--- config.mk ---
export PLATFORM = sky130hd
export DESIGN_NAME = motor_pwm_gen
export DESIGN_NICKNAME = d
export VERILOG_FILES = /design/src/rtl/motor_pwm_gen.sv
export SDC_FILE = /design/constraint.sdc
export NUM_CORES = 1
export LEC_CHECK = 0
export ABC_AREA = 1
export CAP_MARGIN = 20
export CORE_ASPECT_RATIO = 0.75
export CORE_UTILIZATION = 30
export DETAILED_ROUTE_END_ITERATION = 8
export SLEW_MARGIN = 20
export SYNTH_ARGS = -nofsm -noshare
export SYNTH_HDL_FRONTEND = slang
export SYNTH_SLANG_ARGS = --single-unit
--- constraint.sdc ---
create_clock -name clk -period 4.3 [get_ports clk]
set_input_delay 0.645 -clock clk [delete_from_list [all_inputs] [get_ports clk]]
set_output_delay 0.645 -clock clk [all_outputs]
set_load 0.005 [all_outputs]
--- src/rtl/motor_pwm_gen.sv ---
// Fixed-period PWM generator driven by a signed duty command over valid/ready.
// Direction reversals coast with p low for DEAD_CYCLES before the sign flips.
module motor_pwm_gen #(
    parameter int unsigned PERIOD      = 1000,
    parameter int unsigned DUTY_W      = 12,
    parameter int unsigned DEAD_CYCLES = 64
) (
    input  logic              clk,
    input  logic              rst_n,
    input  logic              enable,
    input  logic              cmd_valid,
    output logic              cmd_ready,
    input  logic [DUTY_W-1:0] cmd_duty,
    output logic              p,
    output logic              sign,
    output logic              period_start,
    output logic              reversing
);

    localparam int unsigned CW = 16;
    localparam int unsigned TW = (DEAD_CYCLES > 1) ? $clog2(DEAD_CYCLES + 1) : 1;

    typedef enum logic {
        StRun,
        StCoast
    } state_t;

    state_t            state_q, state_d;
    logic [CW-1:0]     cnt_q, cnt_d;
    logic [CW-1:0]     mag_q, mag_d;
    logic [CW-1:0]     rev_mag_q, rev_mag_d;
    logic [TW-1:0]     timer_q, timer_d;
    logic [DUTY_W-1:0] hold_q, hold_d;
    logic              sign_d;
    logic              ready_d;

    // Magnitude of the held command; one extra bit so -2^(DUTY_W-1) cannot overflow.
    logic [DUTY_W:0]   duty_ext;
    logic [DUTY_W:0]   abs_duty;
    logic [CW-1:0]     new_mag;
    logic              new_dir;
    logic              hold_zero;
    logic              wrap;
    logic              accept;

    always_comb begin
        duty_ext  = {hold_q[DUTY_W-1], hold_q};
        abs_duty  = hold_q[DUTY_W-1] ? (~duty_ext + 1'b1) : duty_ext;
        new_dir   = hold_q[DUTY_W-1];
        hold_zero = (hold_q == '0);
        if (32'(abs_duty) > PERIOD) begin
            new_mag = CW'(PERIOD);
        end else begin
            new_mag = CW'(abs_duty);
        end
    end

    assign wrap   = (state_q == StRun) && (cnt_q == CW'(PERIOD - 1));
    assign accept = cmd_valid && cmd_ready;

    always_comb begin
        state_d   = state_q;
        cnt_d     = cnt_q;
        mag_d     = mag_q;
        rev_mag_d = rev_mag_q;
        timer_d   = timer_q;
        hold_d    = hold_q;
        sign_d    = sign;
        ready_d   = cmd_ready;

        unique case (state_q)
            StRun: begin
                if (wrap) begin
                    cnt_d = '0;
                    if (!cmd_ready) begin
                        ready_d = 1'b1;
                        if (hold_zero) begin
                            mag_d = '0;
                        end else if (new_dir == sign) begin
                            mag_d = new_mag;
                        end else begin
                            state_d   = StCoast;
                            timer_d   = '0;
                            rev_mag_d = new_mag;
                        end
                    end
                end else begin
                    cnt_d = cnt_q + CW'(1);
                end
            end
            StCoast: begin
                // cnt stays 0 throughout the coast; the new direction is always the opposite one.
                if (timer_q == TW'(DEAD_CYCLES - 1)) begin
                    state_d = StRun;
                    cnt_d   = '0;
                    sign_d  = ~sign;
                    mag_d   = rev_mag_q;
                end else begin
                    timer_d = timer_q + TW'(1);
                end
            end
            default: state_d = StRun;
        endcase

        if (accept) begin
            ready_d = 1'b0;
            hold_d  = cmd_duty;
        end
    end

    // Outputs are registered from the next-state values so they line up with cnt.
    always_ff @(posedge clk or negedge rst_n) begin
        if (!rst_n) begin
            state_q      <= StRun;
            cnt_q        <= '0;
            mag_q        <= '0;
            rev_mag_q    <= '0;
            timer_q      <= '0;
            hold_q       <= '0;
            sign         <= 1'b0;
            cmd_ready    <= 1'b1;
            p            <= 1'b0;
            period_start <= 1'b0;
            reversing    <= 1'b0;
        end else begin
            state_q      <= state_d;
            cnt_q        <= cnt_d;
            mag_q        <= mag_d;
            rev_mag_q    <= rev_mag_d;
            timer_q      <= timer_d;
            hold_q       <= hold_d;
            sign         <= sign_d;
            cmd_ready    <= ready_d;
            p            <= (state_d == StRun) && enable && (cnt_d < mag_d);
            period_start <= (state_d == StRun) && (cnt_d == '0);
            reversing    <= (state_d == StCoast);
        end
    end

endmodule

# Word-level counts from Yosys, hierarchy flattened
# Cells that the tools add are included.
# totals
in_bits,16
wordCells,69
ff_bits,72
out_inout_bits,5
# classes
eq_ne,9
reduce_logical,12
muxes,26
order_cmp,2
n_addsub,3
n_bitwise,7
# ops
cell,n
two-way mux 16 bit,7
case mux 16 bit (2 select lines),2
two-way mux 7 bit,5
two-way mux 13 bit,2
"adder 16 x 1 -> 16 bit, second input constant",1
"== test 16 x 10 -> 1 bit, second input constant",1
logical NOT 16 bit,1
less-than comparator 16 bit,1
case mux 7 bit (2 select lines),1
"adder 13 x 1 -> 13 bit, second input constant",1
"greater-than comparator 13 x 10 -> 1 bit, second input constant",1
inverter 13 bit,1
logical NOT 12 bit,1
"inequality test 2 bit, second input constant",5
AND reduction 5 bit,2
two-way mux 1 bit,8
"adder 7 x 1 -> 7 bit, second input constant",1
"== test 7 x 6 -> 1 bit, second input constant",1
inverter 1 bit,6
logical AND 1 bit,5
AND reduction 2 bit,2
"inequality test 2 x 1 -> 1 bit, second input constant",1
case mux 1 bit (2 select lines),1
nonzero test 2 bit,1
== test 1 bit,1

# Logic depth before layout (Yosys ltp)
# logic_depth
word_depth,12
depth_mapped,27
depth_no_buf,27

# Worst setup path after synthesis
# OpenSTA, ideal clock, no wires.
# synth_timing
path_kind,flip-flop to flip-flop
start,reg hold_q[0]
end,reg p
setup_time_ns,0.077
path_buffers,0
required_time_ns,4.223
arrival_time_ns,2.755
path_stages_with_launch,28
period_less_slack_ns,2.832
setup_slack_ns,1.468
path_cell_list,dfrtp_1 > inv_2 > ha_1 > nand2_1 > o21ai_0 > nor2_1 > nand2_1 > nand2_1 > nand2_1 > nand2_1 > nor2_1 > nand2_1 > nand2_1 > inv_2 > nand2_1 > nand2_1 > nand2_1 > o211ai_1 > o21ai_1 > a21oi_1 > ha_1 > a21oi_1 > o21ai_0 > nand3_1 > a21oi_1 > nor3_1 > nand2_1 > a21oi_1
# synth_via
elab_chain_len,12
word_cells_on_any_way,19
cone_classes,add/sub: 1; order compare: 2; mux: 11; bitwise: 2; reduce/logical: 3
# synth_lines
item,line,rtl
"start, declared",33,"logic [DUTY_W-1:0] hold_q, hold_d;"
"start signal, assigned",131,hold_q <= hold_d;
inverter 13 bit,48,abs_duty = hold_q[DUTY_W-1] ? (~duty_ext + 1'b1) : duty_ext;
adder 13 x 1 -> 13 bit,48,
two-way mux 13 bit,48,
greater-than comparator 13 x 10 -> 1 bit,51,if (32'(abs_duty) > PERIOD) begin
two-way mux 13 bit,51,
two-way mux 16 bit,79,end else if (new_dir == sign) begin
two-way mux 16 bit,77,if (hold_zero) begin
two-way mux 16 bit,75,if (!cmd_ready) begin
two-way mux 16 bit,73,if (wrap) begin
case mux 16 bit (2 select lines),71,unique case (state_q)
less-than comparator 16 bit,134,p <= (state_d == StRun) && enable && (cnt_d < mag_d);
logical AND 1 bit *,134,
"end signal, assigned",134,
"end, declared",14,"output logic p,"
# Every way passes the cells marked *; elsewhere a longest branch is shown, timed or not.
# A chain may end at the register's enable or synchronous reset.

# Final worst setup path
# Same ends and word-level chain as after synthesis.

==> reports/qor.txt <==
Clock power frac - 49.3%
sequential share of power - 42.4%
Post-CTS Setup Bufs - 0
Switching Share - 24.0%
input/output buffers - 20
crit-path max FO - 6
DRT iter0 DRCs - 218
Filler cells - 1352
Synth cell types - 37
worst-case clock buffer depth - 2
synthesis-to-finish area growth - 17.5%
mean post-synth cell area - 7.64 um2
Worst Setup End Kind - flip-flop
r2r setup slk - 0.85 ns
fmax - 290 MHz
Internal - 1.22 mW
Initial Utilization - 30.8%
peak supply drop - 0.242 mV
Startpoint Class - flip-flop
Post-route DRC - 0
layout net count - 579
critical path data required time - 4.56 ns
WL/cell - 13.6 um
R2R Path Start - hold_q[0]
Worst Path Class, Setup - reg -> reg
fin crit share - 80.3%
Placement Cell Area - 0.00438 mm2
Net Sw Power - 0.385 mW
final hold violation count - 0
hold buffer count at CTS - 0
placed cell count - 705
largest net degree at the start of global routing - 44
post-layout util - 36.2%
Worst-Margin Slew - 0.660 ns
Period minus WS final - 3.45 ns
total global-route track usage - 15.6%
cells after synthesis - 523
first-pass GRT wire length - 16600 um
Vias - 3544
clock slew at reported path FFs - 0.06 ns
synthesized net count - 557
flops & latches, synth - 69
Final setup viols - 0
status - finished clean
worst min path class - in -> async
max-cap violations - 0
Detailed Place HPWL - 7330 um
Max-Slew Margin vs Limit - 55.9%
io pins - 21
setup TNS - 0 ns
post-synthesis sequential area ratio - 43.2%
core area - 0.0130 mm2
clk_skew - 0.00920 ns
H-tree level count - 3
crit path DAT - 3.71 ns
number of inserted diodes - 0
Clock Tree Root - clkbuf_16
final setup margin - 0.847 ns
Reg2Reg Depth - 27
post-cts resize count - 0
final hold slack - 0.303 ns
Die W - 135 um
design area - 0.00470 mm2
die height - 102 um
Total Power - 1.61 mW
number of global-route vias before repair - 3409
Rows - 36
Routed WL - 9820 um
leakage - 2.21 nW
gr ovfl total - 0
RSZ-0062 raised after global routing - false
full die area - 0.0138 mm2
Reg-to-Reg End - p
CTS tree - done
cts bufs inserted - 9
Worst-Skew Late Latency - 0.34 ns
initial antenna violation count - 0
combinational share of power - 8.3%
post-route ant nets - 0
share of layout cells above drive strength 1 - 8.73%
PwrDens - 342 mW/mm2
fin cells - 721
GP Congestion - 0.858
Place WS - 0.899 ns
CTS sink cnt - 69
first-pass detailed-route iteration total - 5
synth warn - 0
vias per cell - 4.92
Slew Viols, Final - 0
post-synthesis cell area - 0.00400 mm2
-- placed cells by master (no fill, tap or decap), types with 2 or more instances in the layout --
| master | count |
|---|---|
| nand2_1 | 127 |
| dfrtp_1 | 68 |
| inv_1 | 60 |
| nor2_1 | 48 |
| a21oi_1 | 42 |
| o21ai_0 | 26 |
| nand3_1 | 23 |
| clkdlybuf4s50_1 | 19 |
| ha_1 | 18 |
| inv_2 | 12 |
| xor2_1 | 11 |
| o22ai_1 | 11 |
| o21ai_1 | 9 |
| clkbuf_16 | 9 |
| nand4_1 | 7 |
| nor3_1 | 7 |
| nor2_2 | 6 |
| nor3_2 | 4 |
| nor4_1 | 4 |
| mux2_2 | 4 |
| buf_4 | 4 |
| clkinv_1 | 3 |
| a31oi_1 | 3 |
| nor2_4 | 2 |
| nand3b_1 | 2 |
| o211ai_1 | 2 |
| o31ai_1 | 2 |
| clkbuf_1 | 2 |
| bufinv_16 | 2 |
| clkinv_4 | 2 |
-- flip-flops by register name, indices dropped and copies added, names as in the netlist --
register	flops
rev_mag_q	13
mag_q	16
timer_q	7
state_q	1
hold_q	12
cmd_ready	1
cnt_q	16
p	1
sign	1
period_start	1
-- metal layers --
layer / wire length, um / vias to the layer above / track usage [%] / share of wire, %
met2: 4290 / 73 / 23.6 / 44
li1: - / 1750 / - / -
met3: 356 / 11 / 3.92 / 3.6
met4: 98 / 0 / 4.49 / 1.0
met5: 0 / - / 0 / 0
met1: 5080 / 1710 / 22.0 / 52
-- worst max-delay path: stages (launching register included) --
cell      delay [ns]
dfrtp_1         0.42
inv_2           0.13
ha_1            0.24
nand2_1         0.06
o21ai_0         0.12
nor2_1          0.12
nand2_1         0.07
nand2_1         0.07
nand2_1         0.08
nand2_1         0.07
nor2_1          0.04
nand2_1         0.07
nand2_1         0.16
inv_2           0.16
nand2_1         0.09
nand2_1         0.06
nand2_1         0.06
o211ai_1        0.07
o21ai_1         0.09
a21oi_1         0.20
ha_1            0.29
a21oi_1         0.15
o21ai_0         0.09
nand3_1         0.08
a21oi_1         0.06
nor3_1          0.13
nand2_1         0.07
a21oi_1         0.13
-- synth_stat cells --
| cell type | instances | area (um2) |
|---|---|---|
| nand3b_1 | 2 | 15.0 |
| nor4_1 | 4 | 25.0 |
| xnor2_1 | 1 | 8.76 |
| a22oi_1 | 1 | 7.51 |
| clkbuf_1 | 7 | 26.3 |
| o31ai_1 | 2 | 15.0 |
| buf_4 | 1 | 7.51 |
| inv_2 | 12 | 45.0 |
| inv_1 | 60 | 225 |
| o211ai_1 | 2 | 15.0 |
| dfstp_2 | 1 | 26.3 |
| nand4_1 | 7 | 43.8 |
| or2_1 | 1 | 6.26 |
| o21ai_1 | 9 | 45.0 |
| dfrtp_1 | 68 | 1700 |
| a22o_1 | 1 | 8.76 |
| o21bai_1 | 1 | 7.51 |
| mux2_2 | 4 | 45.0 |
| o32ai_1 | 1 | 8.76 |
| a21oi_1 | 42 | 210 |
| o22ai_1 | 11 | 68.8 |
| xor2_1 | 11 | 96.3 |
| nor3_1 | 7 | 35.0 |
| nor3_2 | 4 | 40.0 |
| nor2_2 | 6 | 37.5 |
| a31oi_1 | 3 | 18.8 |
| a311oi_1 | 1 | 8.76 |
| nor2_4 | 2 | 22.5 |
| a211oi_1 | 1 | 7.51 |
| o21ai_0 | 26 | 130 |
| nand3_1 | 23 | 115 |
| buf_2 | 4 | 20.0 |
| nand3_2 | 1 | 10.0 |
| nor2_1 | 48 | 180 |
| ha_1 | 18 | 225 |
| clkinv_1 | 3 | 11.3 |
| nand2_1 | 127 | 477 |
-- power by group through the flow --
stage	sequential, mW	combinational (mW)	clock, mW
after global routing	0.684	0.152	0.836
final	0.681	0.133	0.792
after CTS	0.680	0.134	0.811
after global placement	0.692	0.131	0
after floorplan	0.683	0.0926	0
after detailed placement	0.692	0.133	0
-- worst max path at each step --
stage               cells after the start  slack [ns]  endpoint       from
global route                           27        0.48         p  hold_q[0]
global placement                       27        0.94         p  hold_q[0]
CTS                                    22        0.85         p  hold_q[0]
floorplan                              27        1.47         p  hold_q[0]
finish                                 27        0.85         p  hold_q[0]
detailed placement                     22        0.90         p  hold_q[0]
-- logic make-up after synthesis --
group | count (synthesis) | synth area share [%]
simple gates | 232 | 25.2
compound gates | 101 | 13.8
buf+inv | 87 | 8.39
flops | 69 | 43.2
fa+ha+maj | 18 | 5.63
xor+xnor | 12 | 2.63
mux | 4 | 1.13
-- cell type report --
type	count	area [um2]	area share, %
Multi-Input combinational cell	367	1930	41.2
Sequential cell	69	1730	36.8
Inverter	75	282	6.00
Clock buffer	11	233	4.96
Timing Repair Buffer	23	220	4.69
Tap cell	171	214	4.56
Clock inverter	5	85.1	1.81
(Power assumes the default switching activity.)
